## config.mk

```make
export PLATFORM = sky130hd
export DESIGN_NAME = qspi_flash_arbiter
export DESIGN_NICKNAME = d
export VERILOG_FILES = /design/src/rtl/qspi_pkg.sv /design/src/rtl/rr_arbiter2.sv /design/src/rtl/qspi_flash_arbiter.sv
export SDC_FILE = /design/constraint.sdc
export NUM_CORES = 1
export LEC_CHECK = 0
export CAP_MARGIN = 25
export CORE_MARGIN = 10
export CORE_UTILIZATION = 45
export DETAILED_ROUTE_END_ITERATION = 7
export GPL_TIMING_DRIVEN = 0
export MAX_ROUTING_LAYER = met4
export PLACE_DENSITY = 0.73
export SYNTH_ARGS = -nofsm -noshare
export SYNTH_HDL_FRONTEND = slang
export SYNTH_HIERARCHICAL = 1
export SYNTH_SLANG_ARGS = --single-unit
export TNS_END_PERCENT = 10
```

## constraint.sdc

```tcl
create_clock -name clk -period 4 [get_ports clk]
set_input_delay 0.6 -clock clk [delete_from_list [all_inputs] [get_ports clk]]
set_output_delay 0.6 -clock clk [all_outputs]
set_load 0.005 [all_outputs]
```

## src/rtl/qspi_pkg.sv

```systemverilog
// rtl/qspi_pkg.sv - shared state and client encodings for the QSPI flash arbiter
package qspi_pkg;

    typedef enum logic [1:0] {
        ST_IDLE   = 2'd0,
        ST_STREAM = 2'd1,
        ST_STOP   = 2'd2
    } state_e;

    localparam logic CLI_DISPLAY = 1'b0;
    localparam logic CLI_HEADER  = 1'b1;

endpackage

```

## src/rtl/rr_arbiter2.sv

```systemverilog
// rtl/rr_arbiter2.sv - two-way round-robin grant, favouring the client not granted last
module rr_arbiter2
    import qspi_pkg::*;
(
    input  logic       clk,
    input  logic       rstn,
    input  logic [1:0] req,
    input  logic       advance,
    output logic       gnt_valid,
    output logic       gnt_idx
);

    logic last_grant_q;
    logic last_grant_d;

    always_comb begin
        gnt_valid = |req;
        if (&req) begin
            gnt_idx = ~last_grant_q;
        end else begin
            gnt_idx = req[CLI_HEADER];
        end
        last_grant_d = advance ? gnt_idx : last_grant_q;
    end

    // Resetting to the header client hands the first tie to the display client.
    always_ff @(posedge clk) begin
        if (!rstn) begin
            last_grant_q <= CLI_HEADER;
        end else begin
            last_grant_q <= last_grant_d;
        end
    end

endmodule

```

## src/rtl/qspi_flash_arbiter.sv

```systemverilog
// rtl/qspi_flash_arbiter.sv - shares one QSPI DTR read engine between display and header clients
module qspi_flash_arbiter
    import qspi_pkg::*;
#(
    parameter int ADDR_BITS       = 24,
    parameter int LEN_BITS        = 12,
    parameter int DESELECT_CYCLES = 4
) (
    input  logic                   clk,
    input  logic                   rstn,
    input  logic [1:0]             req_valid,
    input  logic [2*ADDR_BITS-1:0] req_addr,
    input  logic [2*LEN_BITS-1:0]  req_len,
    output logic [1:0]             req_ready,
    output logic [7:0]             rd_data,
    output logic [1:0]             rd_valid,
    output logic                   rd_last,
    output logic [ADDR_BITS-1:0]   flash_addr,
    output logic                   flash_start,
    output logic                   flash_stop,
    input  logic [7:0]             flash_data,
    input  logic                   flash_valid
);

    localparam logic [3:0] DESEL_INIT = 4'(DESELECT_CYCLES);

    state_e               state_q, state_d;
    logic                 gnt_q, gnt_d;
    logic [ADDR_BITS-1:0] addr_q, addr_d;
    logic [ADDR_BITS-1:0] flash_addr_q, flash_addr_d;
    logic [LEN_BITS-1:0]  len_q, len_d;
    logic [LEN_BITS-1:0]  cnt_q, cnt_d;
    logic [3:0]           desel_q, desel_d;
    logic [1:0]           req_ready_q, req_ready_d;
    logic [1:0]           rd_valid_q, rd_valid_d;
    logic [7:0]           rd_data_q, rd_data_d;
    logic                 rd_last_q, rd_last_d;
    logic                 flash_start_q, flash_start_d;
    logic                 flash_stop_q, flash_stop_d;

    logic                 arb_valid, arb_idx, arb_advance;
    logic [ADDR_BITS-1:0] arb_addr, cur_addr, next_addr;
    logic [LEN_BITS-1:0]  arb_len, cur_len;
    logic                 cont_ok;

    rr_arbiter2 u_arb (
        .clk       (clk),
        .rstn      (rstn),
        .req       (req_valid),
        .advance   (arb_advance),
        .gnt_valid (arb_valid),
        .gnt_idx   (arb_idx)
    );

    assign arb_addr  = (arb_idx == CLI_DISPLAY) ? req_addr[ADDR_BITS-1:0] : req_addr[2*ADDR_BITS-1:ADDR_BITS];
    assign arb_len   = (arb_idx == CLI_DISPLAY) ? req_len[LEN_BITS-1:0]   : req_len[2*LEN_BITS-1:LEN_BITS];
    assign cur_addr  = (gnt_q == CLI_DISPLAY)   ? req_addr[ADDR_BITS-1:0] : req_addr[2*ADDR_BITS-1:ADDR_BITS];
    assign cur_len   = (gnt_q == CLI_DISPLAY)   ? req_len[LEN_BITS-1:0]   : req_len[2*LEN_BITS-1:LEN_BITS];
    assign next_addr = addr_q + {{(ADDR_BITS-LEN_BITS){1'b0}}, len_q} + ADDR_BITS'(1);

    // Only extend the open stream when the other client is not waiting, so it cannot starve.
    assign cont_ok = req_valid[gnt_q] && (cur_addr == next_addr) && !req_valid[!gnt_q];

    always_comb begin
        state_d       = state_q;
        gnt_d         = gnt_q;
        addr_d        = addr_q;
        len_d         = len_q;
        cnt_d         = cnt_q;
        flash_addr_d  = flash_addr_q;
        rd_data_d     = rd_data_q;
        desel_d       = (desel_q != 4'd0) ? desel_q - 4'd1 : desel_q;
        req_ready_d   = 2'b00;
        rd_valid_d    = 2'b00;
        rd_last_d     = 1'b0;
        flash_start_d = 1'b0;
        flash_stop_d  = 1'b0;
        arb_advance   = 1'b0;

        case (state_q)
            ST_IDLE: begin
                if (desel_q == 4'd0 && arb_valid) begin
                    arb_advance          = 1'b1;
                    gnt_d                = arb_idx;
                    addr_d               = arb_addr;
                    len_d                = arb_len;
                    cnt_d                = arb_len;
                    req_ready_d[arb_idx] = 1'b1;
                    flash_addr_d         = arb_addr;
                    flash_start_d        = 1'b1;
                    state_d              = ST_STREAM;
                end
            end
            ST_STREAM: begin
                if (flash_valid) begin
                    rd_data_d         = flash_data;
                    rd_valid_d[gnt_q] = 1'b1;
                    cnt_d             = cnt_q - LEN_BITS'(1);
                    if (cnt_q == '0) begin
                        rd_last_d = 1'b1;
                        if (cont_ok) begin
                            req_ready_d[gnt_q] = 1'b1;
                            addr_d             = next_addr;
                            len_d              = cur_len;
                            cnt_d              = cur_len;
                        end else begin
                            flash_stop_d = 1'b1;
                            state_d      = ST_STOP;
                        end
                    end
                end
            end
            ST_STOP: begin
                desel_d = DESEL_INIT;
                state_d = ST_IDLE;
            end
            default: state_d = ST_IDLE;
        endcase
    end

    // flash_stop resets high and the deselect counter resets loaded, so the engine starts idle.
    always_ff @(posedge clk) begin
        if (!rstn) begin
            state_q       <= ST_IDLE;
            gnt_q         <= 1'b0;
            addr_q        <= '0;
            len_q         <= '0;
            cnt_q         <= '0;
            flash_addr_q  <= '0;
            rd_data_q     <= 8'd0;
            desel_q       <= DESEL_INIT;
            req_ready_q   <= 2'b00;
            rd_valid_q    <= 2'b00;
            rd_last_q     <= 1'b0;
            flash_start_q <= 1'b0;
            flash_stop_q  <= 1'b1;
        end else begin
            state_q       <= state_d;
            gnt_q         <= gnt_d;
            addr_q        <= addr_d;
            len_q         <= len_d;
            cnt_q         <= cnt_d;
            flash_addr_q  <= flash_addr_d;
            rd_data_q     <= rd_data_d;
            desel_q       <= desel_d;
            req_ready_q   <= req_ready_d;
            rd_valid_q    <= rd_valid_d;
            rd_last_q     <= rd_last_d;
            flash_start_q <= flash_start_d;
            flash_stop_q  <= flash_stop_d;
        end
    end

    assign req_ready   = req_ready_q;
    assign rd_data     = rd_data_q;
    assign rd_valid    = rd_valid_q;
    assign rd_last     = rd_last_q;
    assign flash_addr  = flash_addr_q;
    assign flash_start = flash_start_q;
    assign flash_stop  = flash_stop_q;

endmodule

```

==> results.yml, run 1 <==
synth:
  ys_warn_count: 6
  synth_ff_type: "dfxtp_1"
  ys_ff_latch: 95
  netlist_area_sq_um: 6982
  avgSynthCellArea_sq_um: 7.749
  synthArstFlopShare_pct: 0
  post_synth_inst_count: 901
  yosysSeqAreaShare_pct: 27.24
  yosysUniqueCellTypes: 71
  synth-edff-count: 0
  syn_nets: 1002
power_and_ir_drop:
  finalPower_mw: 5.199
  power.internal_mw: 2.854
  pwr-share-comb_pct: 57.7
  p_switching_mw: 2.344
  vdd_drop_max_v: 0.0002947
  power.share.sequential_pct: 26.7
  power_density_nw_per_um2: 567.9
  leakage_nw: 3.320
  clkPwrFrac_pct: 15.6
  switching_share_pct: 45.10
floorplanning:
  start_util_pct: 45.93
  core_region_area_sq_um: 15200
  io_pins: 124
  rows: 45
  dieArea_sq_um: 20900
  die_y_microns: 144.6
  die_w_microns: 144.6
layout:
  num-fill-cells: 1361
  n_antenna_cell: 0
  final_nets: 1148
  syn2layout_area_growth_pct: 31.11
  layout-drive-gt1-share_pct: 13.04
  utilization_pct: 60.21
  seqCellArea_sq_um: 1902
  multi_input_comb_area_sq_um: 4959
  design_area_sq_um: 9154
sta:
  max_slew_margin_pct: 27.36
  whs_ps: 452.4
  final_max_slew_viol_count: 0
  tightest_slew_ps: 1090
  setup_slack_ps: -38.81
  fmax_mhz: 247.6
  setup_viol: 1
  min_period_ps: 4039
  rsz0062_at_grt: "true"
  period_share_pct: 101.0
  finalHoldViolations: 0
  finClkSkew_ps: 9.989
placed_design:
  finalWeightedCongestion: 1.007
  dp_hpwl_microns: 20960
  place_area_sq_um: 8448
  portBuffers: 123
detailed_routing:
  ant_nets: 0
  drt_iter0_drc: 828
  wirelength_microns: 28030
  routedWlPerCell_microns: 22.62
  vias_per_cell: 6.377
  route.detailed.drc: 0
  firstDrtPassIters: 6
  vias: 7901
run_status:
  status: "finished with violations"
  violations: "negative setup slack"
cts:
  cts_inserted_buffers: 9
  worstSkewPairLatency_ps: 350
  path_clk_slew_ps: 70
  cts.sinks: 95
  clock_path_buffers: 2
  htree_num_levels: 3
  cts_tree: "yes"
  root_buffer: "clkbuf_16"
grt:
  antenna_found_initial: 0
  grt_max_degree: 15
  track_usage_pct: 26.52
  grt_overflow: 0
  grt_first_pass_wirelength_microns: 41710
  grt_pass1_vias: 7326
critical_path:
  startpoint_type: "register"
  path_class: "register to register"
  required_ps: 4200
  cp_data_arrival_time_ps: 4240
  worstPathMaxFanout: 10
  endpoint_kind: "register"
hold_path:
  min_path_type: "register to register"
job:
  cap_violations: 0
[Yosys cell counts (all sizes together) (8+ instances only)]
cell type | number | area (sq um)
nor3 | 27 | 135.1
nor2b | 16 | 100.1
nand2 | 100 | 375.4
xor2 | 10 | 87.58
ha | 15 | 187.7
xnor2 | 22 | 192.7
a21oi | 65 | 329.1
o21ai | 31 | 155.1
nor2 | 90 | 337.8
a211oi | 42 | 360.4
nand4 | 14 | 87.58
buf | 32 | 177.7
nand3 | 26 | 130.1
mux2i | 51 | 510.5
or3 | 9 | 61.31
a21o | 9 | 67.56
and2 | 10 | 62.56
or2 | 8 | 50.05
mux2 | 12 | 135.1
inv | 29 | 108.9
a31oi | 9 | 56.30
o22ai | 18 | 112.6
clkbuf | 38 | 142.6
a221o | 10 | 100.1
dfxtp | 95 | 1902
a221oi | 14 | 147.6
[sequential cells by signal, summed over array words and instances (netlist names)]
signal	count
flash_stop	1
desel_q	4
addr_q	24
rd_valid	2
req_ready	2
rd_last	1
gnt_q	1
len_q	12
cnt_q	12
flash_start	1
u_arb/last_grant_q	1
flash_addr	24
rd_data	8
state_q	2
[per-stage QoR]
step,instances,setup WS [ps],TNS [ps]
4_1_cts,1231,-52.01,-407.6
5_1_grt,1239,-158.6,-2424
3_5_place_dp,1212,-949.3,-38880
3_3_place_gp,1212,-1004,-40680
6_report,1239,-38.81,-38.81
2_1_floorplan,901,167.0,0
[power by group through the flow]
stage	registers (mW)	clock network [mW]	logic, mW
after floorplan	1.36	0	1.85
after global placement	1.39	0	2.73
after detailed placement	1.40	0	2.75
after CTS	1.38	0.808	2.82
after global routing	1.41	0.839	3.24
final	1.39	0.811	3.00
[kinds of logic after synthesis]
group | Yosys count | synth area share [%]
flip-flops | 95 | 27.24
XOR/XNOR | 36 | 5.305
adder cells (fa/ha/maj) | 16 | 2.975
buffers and inverters | 99 | 6.147
multiplexers | 63 | 9.247
AND/OR/NAND/NOR | 333 | 22.51
AO/OA/AOI/OAI | 259 | 26.58
[final timing paths]
path / from / to / slack, ps / cells past startpoint
worst max-delay path: len_q[7] / len_q[11] / -40 / 12
worst min-delay path: rd_data[2] / rd_data[2] / 450 / 2
worst max register to register: len_q[7] / len_q[11] / -40 / 12
worst min register to register: rd_data[2] / rd_data[2] / 450 / 2
[placed cells by master (no fill, tap or decap), types with 28 or more instances in the layout]
cell type | netlist | layout
clkdlybuf4s50_1 | 0 | 123
nand2_1 | 100 | 100
dfxtp_1 | 95 | 95
nor2_1 | 90 | 86
a21oi_1 | 64 | 61
mux2i_1 | 51 | 49
clkbuf_1 | 38 | 35
a211oi_1 | 33 | 32
o21ai_0 | 30 | 28
[layer usage]
layer	up-vias	GRT usage (%)	part of all wire, %
li1	3608	-	-
met1	3756	33.66	41
met5	-	-	0
met3	70	5.280	9.5
met2	467	40.90	45
met4	0	9.894	3.6
[final cells by class]
cell class                 instances  area share (%)
clock inverter                     3          0.2324
multi-input combinational        707           54.17
inverter                          29           1.189
tap                              188           2.570
buffer                            67           3.800
timing repair buffer             138           14.68
clock buffer                      12           2.583
sequential                        95           20.78
[what timing repair did]
item,4_1_cts,5_1_grt
hold buffers,0,0
endpoints found under the hold margin,0,0
gates resized for setup,26,54
setup buffers,5,10
setup endpoints to repair,53,47
pin swaps,9,14
[worst max-delay path, stage by stage (launching register included)]
cell and delay (ps):
dfxtp_1 360, ha_2 310, a21o_1 300, a31oi_2 200, o2bb2ai_1 190, or4_1 500, or3_1 360, or4_4 590
or3_4 370, buf_6 170, buf_6 160, a221oi_4 310, a211oi_2 70
No activity file was read; power rests on OpenSTA's default activity.
==> inputs of run 2 (changes only) <==
REMOVE_ABC_BUFFERS = 1   (was not set)
==> run 2 against run 1 <==
Against the previous run:
- the flow now finishes without violations
- non-clock buffer count is 49 lower
- first-iteration DRC count fell by 27%
- sequential power is 3% higher
- total power shrank 0.73%
- final area is 0.71% higher
- clock-buffer cell count fell by 2
- via count decreased by 7.4%
- clock skew decreased by 1.3 ps
- highest routed layer unchanged
- clock power grew 7.9%
- die area did not move
- hold slack better by 2.3 ps
- critical endpoint is now addr_q[11]
- critical path type unchanged
- fmax is 4.0% higher
- largest power group unchanged
==> results.yml, run 2 (synthesized netlist as in run 1, its figures left out) <==
critical_path:
  endpoint_kind: "register"
  required_ps: 4280
  startpoint_type: "register"
  worstPathMaxFanout: 11
  cpLargestDelayFamily: "simple AND/OR/NAND/NOR gates"
  r2r_setup_slack_ps: 120
  r2r-start: "addr_q[0]"
  cp_num_buf_inv: 3
  crit_chain: "inv_2 -> ha_4 -> inv_2 -> fa_2 -> a21o_4 -> a22o_4 -> a32o_1 -> nor4b_2 -> nand4_1 -> nor4_4 -> nand2_2 -> or3_4 -> buf_12 -> a221o_1 -> a21oi_1"
  path_class: "register to register"
  cp_data_arrival_time_ps: 4160
  reg2regPathDepth: 15
  slowest_delay_ps: 410
  slowest_stage: "or3_4"
  timing.rr.end: "addr_q[11]"
  cp_common_cell: "inv_2"
power_and_ir_drop:
  switching_share_pct: 42.10
  vdd_drop_max_v: 0.0002696
  clkPwrFrac_pct: 16.9
  power.share.sequential_pct: 27.6
  power_density_nw_per_um2: 559.8
  power.internal_mw: 2.988
  leakage_nw: 3.302
  p_switching_mw: 2.173
  pwr-share-comb_pct: 55.4
cts:
  cts_inserted_buffers: 9
  clock_path_buffers: 2
  hold_buffers: 0
  cts.sinks: 95
  htree_num_levels: 3
  worstSkewPairLatency_ps: 360
  cts_tree: "yes"
  root_buffer: "clkbuf_16"
  path_clk_slew_ps: 70
detailed_routing:
  wirelength_microns: 22650
  ant_nets: 0
  route.detailed.drc: 0
  vias: 7318
  routedWlPerCell_microns: 19.00
  drt_iter0_drc: 603
  vias_per_cell: 6.139
  firstDrtPassIters: 5
sta:
  finClkSkew_ps: 8.662
  setup_viol: 0
  fmax_mhz: 257.5
  max_slew_margin_pct: 44.32
  period_share_pct: 97.08
  setup_slack_ps: 116.6
  min_period_ps: 3883
  finalHoldViolations: 0
  tightest_slew_ps: 833.0
  final_max_slew_viol_count: 0
placed_design:
  place_ws_ps: -1115
  portBuffers: 123
  finalWeightedCongestion: 0.9824
  dp_hpwl_microns: 15820
  placed_cells: 1151
hold_path:
  hp-start: "rd_data[3]"
  holdPathStages: 2
  min_path_type: "register to register"
  hold_end: "rd_data[3]"
floorplanning:
  dieArea_sq_um: 20900
  die_w_microns: 144.6
  rows: 45
  core_region_area_sq_um: 15200
  start_util_pct: 45.93
  io_pins: 124
  die_y_microns: 144.6
grt:
  grt_pass1_vias: 6802
  grt_max_degree: 48
  antenna_found_initial: 0
  grt_first_pass_wirelength_microns: 35020
  track_usage_pct: 21.46
  grt_overflow: 0
layout:
  n_antenna_cell: 0
  final_nets: 1101
  instances_no_fill: 1192
  final_common_cell: "clkdlybuf4s50_1"
  syn2layout_area_growth_pct: 32.04
  layout-drive-gt1-share_pct: 14.74
  layout_common_cells: "clkdlybuf4s50_1 (123), nand2_1 (99), dfxtp_1 (93), nor2_1 (89), a21oi_1 (59)"
  utilization_pct: 60.64
job:
  cap_violations: 0
run_status:
  status: "complete, no violations"
[run 2: cell type report]
class	instances	area [sq um]
Tap cell	188	235.2
Clock buffer	10	229.0
Sequential cell	95	1907
Timing Repair Buffer	156	1637
Clock inverter	5	60.06
Fill cell	1326	5983
Multi-Input combinational cell	709	5042
Inverter	29	108.9
[run 2: tightest hold or removal path: cells and delay by family, from the launching register on]
| kind | cells | cell delay, ps |
|---|---|---|
| flops | 1 | 310 |
| compound gates | 1 | 50 |
| simple gates | 1 | 50 |
[run 2: what timing repair did]
item,CTS,global route
resized for setup,27,45
setup buffers,10,14
setup endpoints to repair,50,44
cloned,2,0
pin swaps,4,18
[run 2: through the flow]
step	cell area [sq um]	hold slack, ps	setup TNS [ps]	total power, mW
global route	9219	467.9	-2.228	5.495
CTS	8897	456.8	0	4.980
finish	9219	454.7	0	5.161
floorplan	6661	437.6	-19150	3.129
global placement	8128	442.1	-152430	3.899
detailed placement	8354	449.9	-35780	4.012
[run 2: how the worst max path moves through the flow]
| stage | cells past startpoint | slack (ps) | from | endpoint |
|---|---|---|---|---|
| 4_1_cts | 14 | 4 | len_q[0] | addr_q[3] |
| 3_5_place_dp | 12 | -1110 | addr_q[9] | len_q[2] |
| 5_1_grt | 15 | -2 | addr_q[0] | addr_q[2] |
| 3_3_place_gp | 7 | -2870 | req_valid[1] | len_q[4] |
| 6_report | 15 | 120 | addr_q[0] | addr_q[11] |
| 2_1_floorplan | 6 | -680 | req_valid[1] | cnt_q[4] |
[run 2: power by group through the flow]
stage / registers, mW / clock network, mW / logic (mW)
global route: 1.46 / 0.924 / 3.11
finish: 1.43 / 0.875 / 2.86
CTS: 1.40 / 0.891 / 2.69
floorplan: 1.39 / 0 / 1.74
global placement: 1.43 / 0 / 2.47
detailed placement: 1.43 / 0 / 2.58
[run 2: routing by layer]
metal,vias to the layer above,wire [microns],part of all wire (%),track usage (%)
met5,-,0,0,-
met1,3457,10130,45,27.78
met4,0,443,2.0,6.809
li1,3541,-,-,-
met2,282,10510,46,33.51
met3,38,1556,6.9,3.575
==> inputs of run 3 (changes only) <==
TNS_END_PERCENT = 20   (was 10)
==> results of run 3 <==
No change in the layout: final DEF, timing and power equal those of run 2.
